==> src/rtl/cgra_route_stage.sv <==
// Route controller and 2-entry output buffer around the PE operand mux.
// Select changes wait until the buffer drains so beats from two routes never mix in flight.
module cgra_route_stage #(
    parameter int DATA_W = 32,
    parameter int NUM_IN = 5,
    parameter int SEL_W  = 3
) (
    input  logic              clk,
    input  logic              rst_n,
    input  logic              cfg_valid,
    input  logic [SEL_W-1:0]  cfg_sel,
    output logic              cfg_ready,
    output logic              cfg_err,
    output logic [SEL_W-1:0]  mux_sel,
    input  logic [NUM_IN-1:0] in_valid_vec,
    output logic [NUM_IN-1:0] in_ready_vec,
    input  logic [DATA_W-1:0] in_data,
    output logic              out_valid,
    output logic [DATA_W-1:0] out_data,
    input  logic              out_ready,
    output logic              route_busy
);

    typedef enum logic [1:0] {
        ST_RUN    = 2'd0,
        ST_DRAIN  = 2'd1,
        ST_SWITCH = 2'd2
    } state_t;

    localparam logic [SEL_W:0] NUM_IN_W = (SEL_W + 1)'(NUM_IN);

    state_t             state_reg, state_next;
    logic [SEL_W-1:0]   mux_sel_reg, mux_sel_next;
    logic [SEL_W-1:0]   pending_reg, pending_next;
    logic               cfg_err_reg, cfg_err_next;
    logic [1:0]         count_reg, count_next;
    logic               wr_ptr_reg, rd_ptr_reg;
    logic [DATA_W-1:0]  mem_reg [2];

    logic in_ready;
    logic push;
    logic pop;
    logic cfg_accept;
    logic sel_illegal;

    // Ready depends only on registered state/count, never on out_ready.
    assign in_ready = rst_n & (state_reg == ST_RUN) & (count_reg != 2'd2);

    generate
        for (genvar gi = 0; gi < NUM_IN; gi++) begin : g_ready
            assign in_ready_vec[gi] = in_ready & (mux_sel_reg == SEL_W'(gi));
        end
    endgenerate

    assign push        = in_valid_vec[mux_sel_reg] & in_ready;
    assign out_valid   = (count_reg != 2'd0);
    assign pop         = out_valid & out_ready;
    assign out_data    = mem_reg[rd_ptr_reg];
    assign cfg_ready   = (state_reg == ST_RUN);
    assign cfg_accept  = cfg_valid & cfg_ready;
    assign sel_illegal = ({1'b0, cfg_sel} >= NUM_IN_W);
    assign cfg_err     = cfg_err_reg;
    assign mux_sel     = mux_sel_reg;
    assign route_busy  = (state_reg != ST_RUN);

    always_comb begin
        state_next   = state_reg;
        mux_sel_next = mux_sel_reg;
        pending_next = pending_reg;
        cfg_err_next = 1'b0;
        case (state_reg)
            ST_RUN: begin
                if (cfg_accept) begin
                    if (sel_illegal) begin
                        cfg_err_next = 1'b1;
                    end else if (cfg_sel != mux_sel_reg) begin
                        pending_next = cfg_sel;
                        state_next   = ST_DRAIN;
                    end
                end
            end
            ST_DRAIN: begin
                if (count_reg == 2'd0) begin
                    state_next = ST_SWITCH;
                end
            end
            ST_SWITCH: begin
                mux_sel_next = pending_reg;
                state_next   = ST_RUN;
            end
            default: begin
                state_next = ST_RUN;
            end
        endcase
    end

    always_comb begin
        count_next = count_reg;
        case ({push, pop})
            2'b10:   count_next = count_reg + 2'd1;
            2'b01:   count_next = count_reg - 2'd1;
            default: count_next = count_reg;
        endcase
    end

    always_ff @(posedge clk or negedge rst_n) begin
        if (!rst_n) begin
            state_reg   <= ST_RUN;
            mux_sel_reg <= '0;
            pending_reg <= '0;
            cfg_err_reg <= 1'b0;
            count_reg   <= 2'd0;
            wr_ptr_reg  <= 1'b0;
            rd_ptr_reg  <= 1'b0;
        end else begin
            state_reg   <= state_next;
            mux_sel_reg <= mux_sel_next;
            pending_reg <= pending_next;
            cfg_err_reg <= cfg_err_next;
            count_reg   <= count_next;
            if (push) begin
                wr_ptr_reg <= ~wr_ptr_reg;
            end
            if (pop) begin
                rd_ptr_reg <= ~rd_ptr_reg;
            end
        end
    end

    // Storage needs no reset: out_valid masks stale entries.
    always_ff @(posedge clk) begin
        if (push) begin
            mem_reg[wr_ptr_reg] <= in_data;
        end
    end

endmodule

==> config.mk <==
export PLATFORM = sky130hd
export DESIGN_NAME = cgra_route_stage
export DESIGN_NICKNAME = d
export VERILOG_FILES = /design/src/rtl/cgra_route_stage.sv
export SDC_FILE = /design/constraint.sdc
export NUM_CORES = 1
export LEC_CHECK = 0
export ABC_AREA = 1
export ABC_CLOCK_PERIOD_IN_PS = 6820
export CORE_MARGIN = 2
export CORE_UTILIZATION = 51
export CTS_CLUSTER_DIAMETER = 120
export DETAILED_ROUTE_END_ITERATION = 12
export PLACE_DENSITY = 0.95
export SYNTH_ARGS = -nofsm -noshare
export SYNTH_HDL_FRONTEND = slang
export SYNTH_SLANG_ARGS = --single-unit
==> constraint.sdc <==
create_clock -name clk -period 6.82 [get_ports clk]
set_input_delay 0.682 -clock clk [delete_from_list [all_inputs] [get_ports clk]]
set_output_delay 0.682 -clock clk [all_outputs]
set_load 0.02 [all_outputs]
==> metrics.yaml, run 1 <==
finalHoldViolCount: 0
cts_max_level: 3
antenna_found_initial: 0
cp-start-kind: "flop"
worst-path-max-fanout: 33
slew_headroom_pct: 15.6
cts_buffers: 9
grt_max_degree: 34
largest_reg_flops: 64
dp_cells: 413
p_leak_nw: 1.68
min_path_type: "reg -> reg"
fin_crit_sh_pct: 59.4
yosys_warnings: 0
worst_pin_slew_ns: 1.26
worstPathCellList: "clkinv_1 -> nand2_1 -> nand2_1 -> clkdlybuf4s50_1"
power.density_nw_per_um2: 420
syn_nets: 303
synth-seq-cells: 77
path_clk_slew_ns: 0.08
synthTopCellsByCount: "nand2_1 (118), edfxtp_1 (64), dfrtp_1 (13)"
worstSetupPathType: "reg -> out"
ir_drop_mv: 0.292
synth_area_leaders: "edfxtp_1 (63%), nand2_1 (15%), dfrtp_1 (11%), xnor2_1 (1.4%), inv_1 (1.1%)"
rsz0062_at_grt: "no"
hpwlAfterDp_um: 3910
grt_pass1_wl_um: 9530
ios: 88
ant_nets: 0
drt-total-wl_um: 5800
vias: 2059
ys_types: 22
crit_top_cell: "nand2_1"
drive_gt1_share_pct: 8.19
period_needed_ns: 4.05
via_per_inst: 4.80
drt-initial-drc-count: 90
antenna_cells: 0
final_nets: 394
start_util_pct: 52.0
synthCells: 258
coreArea_um2: 5850
setup_slack_ns: 2.77
asyncSetResetFlopFracSynth_pct: 16.9
cts_sinks: 77
drt_pass1_iterations: 4
fmax_mhz: 247
cp-end-kind: "output pin"
setup_tns_ns: 0
maxCapViolCount: 0
grtUsageTotal_pct: 19.9
required_ns: 6.14
netlist_area_um2: 3040
finalSetupViolCount: 0
placement_rows: 28
slowest_stage: "clkinv_1"
fin_skew_ns: 0.00729
die-area_um2: 6600
drc_errors: 0
fillCellCount: 400
slowest_delay_ns: 1.09
yosysMostFrequentCell: "nand2_1"
syn_to_final_growth_pct: 38.6
crit_buf_inv: 2
grt_pass1_vias: 2209
post-route-util_pct: 72.1
cts-root-buf: "clkbuf_8"
yosysTopAreaCellShare_pct: 63.2
gr-total-overflow: 0
die_h_um: 81.2
critical_path.top_delay_family: "buffers and inverters"
clk_latency_ns: 0.35
cts_resized: 0
synth_ff_type: "edfxtp_1"
instances_no_fill: 429
cts_tree: "yes"
io_buffers: 87
arrival_ns: 3.37
status: "completed"
synth_edf_count: 64
place_ws_ns: 3.06
yosysSeqAreaShare_pct: 73.8
yosysTopAreaCell: "edfxtp_1"
postCtsHoldBufs: 0
drv_slew: 0
synth.avg_cell_area_um2: 11.8
place.gp.congestion: 0.736
die_x_um: 81.2
route.detailed.wl_per_inst_um: 13.5
whs_ns: 0.477
post_cts_buffers: 0
clockBufferDepth: 2
-- cell families after synthesis --
family	share of synthesized area (%)
buffers and inverters	2.80
xor gates and xnor gates	1.73
and+or+nand+nor	19.9
DFF	73.8
adders and majority gates	0.411
AOI/OAI and AO/OA	1.32
-- power breakdown --
part	internal [W]	switching (W)	leakage [nW]
Sequential	0.000592	0.0000754	0.736
Combinational	0.000307	0.000389	0.832
Clock	0.000243	0.000163	0.115
Total	0.00114	0.000628	1.68
-- through the flow --
stage	total power, W	area (um^2)
2_1_floorplan	0.00106	3040
3_3_place_gp	0.00135	3980
3_5_place_dp	0.00138	3980
4_1_cts	0.00178	4220
5_1_grt	0.00187	4220
6_report	0.00177	4220
-- layout make-up --
| cell class | instances | area [um^2] | share of cell area (%) |
|---|---|---|---|
| clock inverter | 6 | 110 | 2.61 |
| inverter | 14 | 52.6 | 1.25 |
| sequential | 77 | 2250 | 53.3 |
| clock buffer | 10 | 128 | 3.03 |
| timing repair buffer | 87 | 871 | 20.6 |
| tap | 75 | 93.8 | 2.22 |
| multi-input combinational | 160 | 716 | 17.0 |
-- layout by cell type (no fill, tap or decap) --
cell type,synthesis,final
inv_6,0,1
nand3_2,2,2
nand2_1,118,118
xnor2_1,5,5
xor2_1,1,1
clkbuf_8,0,9
inv_1,9,9
inv_2,4,4
dfrtp_1,13,13
nand3_1,5,5
o21ai_0,1,1
clkinvlp_4,0,1
bufinv_16,0,3
nor2_4,2,3
ha_1,1,1
nor2_2,3,2
a21oi_1,4,4
o21a_1,1,1
nor3_1,5,5
nand2_2,4,4
edfxtp_1,64,64
clkinv_1,1,2
nor2_1,7,7
o31ai_1,1,1
clkbuf_1,2,1
clkdlybuf4s50_1,0,87
-- worst paths after layout --
check	from	to	slack, ns	cells after the start
max reg2reg	rd_ptr_reg	rd_ptr_reg	4.15	2
min	pending_reg[1]	pending_reg[1]	0.48	2
min in group asynchronous	rst_n	mux_sel[0]	0.74	1
max in group asynchronous	rst_n	state_reg[0]	5.65	1
max	rd_ptr_reg	out_data[18]	2.77	4
min reg2reg	pending_reg[1]	pending_reg[1]	0.48	2
-- worst register-to-register path: stages, from the launching register on --
cell and delay (ns):
dfrtp_1 1.01, clkinv_1 1.09, xor2_1 0.43
-- metal layers --
metal | vias up | wire length, um | GRT usage, %
met1 | 939 | 2280 | 20.5
met4 | 0 | 132 | 11.0
met3 | 14 | 344 | 5.22
li1 | 1030 | - | -
met5 | - | 0 | 0
met2 | 76 | 3040 | 36.3
(Power assumes the default switching activity.)
==> run 2, diff against run 1 <==
ABC_CLOCK_PERIOD_IN_PS = 3900   (was 6820)
CORE_UTILIZATION = 47   (was 51)
PLACE_DENSITY = 0.9   (was 0.95)
clock period = 3.9 ns   (was 6.82 ns; I/O delays follow)
==> run 2 against run 1 <==
Net effect:
- hold slack worse by 0.045 ns
- first-iteration DRC count is 1.1% higher
- flip-flop and latch count stayed put
- via count is 1.9% higher
- non-clock buffer count is 3 higher
- sequential power is 68% higher
- cell area is 0.30% lower
- sequential share of layout area is 0.16 points higher
- critical path depth is 1 higher
- clock-buffer cell count stayed put
- setup slack worse by 2.0 ns
- wire length is 0.16% lower
- critical path type unchanged
==> metrics.yaml, run 2 (synthesis results as in run 1) <==
status: "completed"
die_h_um: 84.5
clockBufferDepth: 2
maxCapViolCount: 0
arrival_ns: 2.71
worstSetupPathType: "reg -> out"
place_ws_ns: 0.944
io_buffers: 87
die_x_um: 84.5
cts_buffers: 9
via_per_inst: 4.84
grtUsageTotal_pct: 17.7
period_needed_ns: 3.10
route.detailed.wl_per_inst_um: 13.3
whs_ns: 0.432
fin_crit_sh_pct: 79.6
ir_drop_mv: 0.562
setup_tns_ns: 0
path_clk_slew_ns: 0.08
required_ns: 3.51
setup_slack_ns: 0.795
coreArea_um2: 6310
drt-initial-drc-count: 91
worst_pin_slew_ns: 0.952
grt_pass1_wl_um: 9580
power.density_nw_per_um2: 711
finalHoldViolCount: 0
cts_sinks: 77
cp-end-kind: "output pin"
cts-root-buf: "clkbuf_8"
vias: 2099
final_common_cell: "nand2_1"
r2r_start: "mux_sel[1]"
largest_reg_flops: 64
top_layer: "met4"
final_cell_mix: "nand2_1 (118), clkdlybuf4s50_1 (87), edfxtp_1 (64), dfrtp_1 (13)"
p_leak_nw: 1.68
fmax_mhz: 322
place.gp.congestion: 0.810
drive_gt1_share_pct: 9.24
dr_wl_met3_um: 309
instances_no_fill: 434
antenna_found_initial: 0
startpoint: "rd_ptr_reg"
hpwlAfterDp_um: 4090
antenna_cells: 0
start_util_pct: 48.2
dp_cells: 418
cts_resized: 0
placement_rows: 29
fin_skew_ns: 0.0123
grt_max_degree: 34
drv_slew: 0
r2r_slack_ns: 1.71
post_cts_buffers: 0
cp-start-kind: "flop"
cts_max_level: 3
postCtsHoldBufs: 0
ios: 88
rsz0062_at_grt: "no"
syn_to_final_growth_pct: 38.2
cts_tree: "yes"
gr-total-overflow: 0
r2r-end: "mem_reg[1][20]"
met1_length_um: 2270
finalSetupViolCount: 0
drt-total-wl_um: 5790
slew_headroom_pct: 36.1
grt_pass1_vias: 2137
clk_latency_ns: 0.35
worst-path-max-fanout: 33
min_path_type: "in -> async"
final_nets: 397
drc_errors: 0
drt_pass1_iterations: 4
reg2reg_depth: 8
dr_wl_met2_um: 3060
die-area_um2: 7130
ant_nets: 0
==> run 2: power breakdown <==
group / total, W / internal (W) / switching, W
Sequential: 0.00112 / 0.00103 / 0.0000842
Clock: 0.000589 / 0.000301 / 0.000288
Combinational: 0.00128 / 0.000544 / 0.000738
==> run 2: metal layers <==
| metal | global-route usage (%) | vias to the layer above |
|---|---|---|
| met5 | 0 | - |
| met4 | 10.1 | 0 |
| met3 | 4.52 | 15 |
| met2 | 30.7 | 62 |
| met1 | 19.8 | 985 |
| li1 | - | 1037 |
==> run 2: how the worst max path moves through the flow <==
stage | slack [ns] | depth (start not counted) | end
floorplan | 1.57 | 7 | mem_reg[1][0]
global placement | 1.04 | 8 | mem_reg[1][21]
detailed placement | 0.94 | 8 | mem_reg[1][14]
CTS | 0.69 | 5 | out_data[20]
global route | 0.48 | 5 | out_data[7]
finish | 0.80 | 5 | out_data[7]
==> run 2: metrics by stage <==
stage | util [%] | cell area [um^2] | power [W]
2_1_floorplan | - | 3040 | 0.00185
3_3_place_gp | 63.4 | 4010 | 0.00239
3_5_place_dp | 63.4 | 4010 | 0.00243
4_1_cts | 66.6 | 4210 | 0.00303
5_1_grt | 66.6 | 4210 | 0.00319
6_report | 66.6 | 4210 | 0.00299
==> run 2: area by class of cell <==
cell class / instances / area (um^2)
Clock buffer: 10 / 128
Clock inverter: 6 / 72.6
Fill cell: 490 / 2110
Inverter: 14 / 52.6
Multi-Input combinational cell: 160 / 716
Sequential cell: 77 / 2250
Tap cell: 77 / 96.3
Timing Repair Buffer: 90 / 893
==> run 2: critical path: stages (launching register included) <==
cell             delay (ns)
dfrtp_1                0.32
buf_4                  0.31
clkinv_1               0.84
nand2_1                0.26
nand2_1                0.09
clkdlybuf4s50_1        0.55
==> run 3, diff against run 2 <==
ABC_CLOCK_PERIOD_IN_PS = 3200   (was 3900)
clock period = 3.2 ns   (was 3.9 ns; I/O delays follow)
==> run 3 against run 2 <==
Net effect:
- final cell count grew 0.46%
- clock-buffer cell count is the same
- clock skew shrank 0.0053 ns
- register-to-register slack lost 0.62 ns
- flip-flop and latch count is the same
- utilization grew 1.2 points
- via count grew 1.4%
- first-iteration DRC count is the same
- critical path depth grew 1
- sequential power grew 22%
- sequential share of layout area shrank 0.98 points
- power grew 27%
==> metrics.yaml, run 3 (synthesis results as in run 1) <==
placement_rows: 29
place.gp.congestion: 0.781
ios: 88
r2r-end: "mem_reg[0][3]"
hpwlAfterDp_um: 4180
die_h_um: 84.5
worst_pin_slew_ns: 0.570
p_leak_nw: 1.72
fillCellCount: 461
syn_to_final_growth_pct: 40.8
setup_slack_ns: 0.901
period_needed_ns: 2.30
io_buffers: 87
final_common_cell: "nand2_1"
route.detailed.wl_per_inst_um: 13.5
drt_pass1_iterations: 4
setup_tns_ns: 0
final_nets: 399
cts-root-buf: "clkbuf_8"
r2r_start: "mux_sel[1]"
post_cts_buffers: 0
min_path_type: "in -> async"
grtUsageTotal_pct: 17.1
clk_latency_ns: 0.33
r2r_slack_ns: 1.09
drive_gt1_share_pct: 9.75
fin_skew_ns: 0.00697
postCtsHoldBufs: 0
ir_drop_mv: 0.610
cts_resized: 0
drv_slew: 0
cts_buffers: 9
finalSetupViolCount: 0
drt-initial-drc-count: 91
finalHoldViolCount: 0
final_cell_mix: "nand2_1 (118), clkdlybuf4s50_1 (87), edfxtp_1 (64), dfrtp_1 (13)"
whs_ns: 0.368
antenna_found_initial: 0
gr-total-overflow: 0
cts_sinks: 77
clockBufferDepth: 2
fmax_mhz: 435
required_ns: 2.88
coreArea_um2: 6310
cp-end-kind: "output pin"
rsz0062_at_grt: "no"
instances_no_fill: 436
vias: 2129
grt_pass1_wl_um: 9320
grt_max_degree: 33
cts_max_level: 3
drc_errors: 0
dp_cells: 420
power.density_nw_per_um2: 885
startpoint: "state_reg[1]"
ant_nets: 0
seq_area_um2: 2250
worst-path-max-fanout: 4
place_ws_ns: 0.693
via_per_inst: 4.88
fin_crit_sh_pct: 71.9
path_clk_slew_ns: 0.07
power.total_w: 0.00379
cts_tree: "yes"
start_util_pct: 48.2
grt_pass1_vias: 2068
multiInputGateArea_um2: 716
reg2reg_depth: 8
largest_reg_flops: 64
worstSetupPathType: "reg -> out"
status: "completed"
die_x_um: 84.5
slew_headroom_pct: 62.0
drt-total-wl_um: 5900
antenna_cells: 0
die-area_um2: 7130
cp-start-kind: "flop"
endpoint: "in_ready_vec[2]"
maxCapViolCount: 0
arrival_ns: 1.98
==> run 3: worst min-delay path by stage <==
stage,cells past startpoint,endpoint,startpoint,slack [ns]
floorplan,0,cfg_err,rst_n,0.02
global placement,2,pending_reg[2],pending_reg[2],0.46
detailed placement,2,pending_reg[1],pending_reg[1],0.48
CTS,2,rd_ptr_reg,rst_n,0.35
global route,2,rd_ptr_reg,rst_n,0.38
finish,2,pending_reg[0],rst_n,0.37
==> run 3: final cells by class <==
cell class | count | share of cell area (%)
multi-input combinational | 160 | 16.7
timing repair buffer | 92 | 21.8
tap | 77 | 2.25
clock buffer | 10 | 2.98
inverter | 14 | 1.23
clock inverter | 6 | 2.60
sequential | 77 | 52.5
==> run 3: critical path, stage by stage, from the launching register on <==
cell and delay [ns]:
dfrtp_1 0.44, nor2_4 0.16, nand3_2 0.12, nor2_4 0.12
inv_2 0.06, nor3_1 0.13, clkdlybuf4s50_1 0.63
==> run 3: routing by layer <==
metal / wire length, um / track usage (%)
met3: 264 / 3.83
met1: 2270 / 19.7
met5: 0 / 0
met2: 3240 / 30.6
met4: 136 / 7.50
==> run 3: metrics by stage <==
| stage | instance area, um^2 | utilization (%) |
|---|---|---|
| after detailed placement | 4050 | 64.1 |
| final | 4280 | 67.9 |
| after global routing | 4280 | 67.9 |
| after global placement | 4050 | 64.1 |
| after CTS | 4280 | 67.9 |
| after floorplan | 3040 | - |
==> run 3: power breakdown <==
group	total, W	leakage (nW)	internal [W]	switching [W]
Clock	0.000847	0.116	0.000518	0.000329
Sequential	0.00137	0.736	0.00126	0.000108
Combinational	0.00158	0.863	0.000677	0.000900
Total	0.00379	1.72	0.00246	0.00134
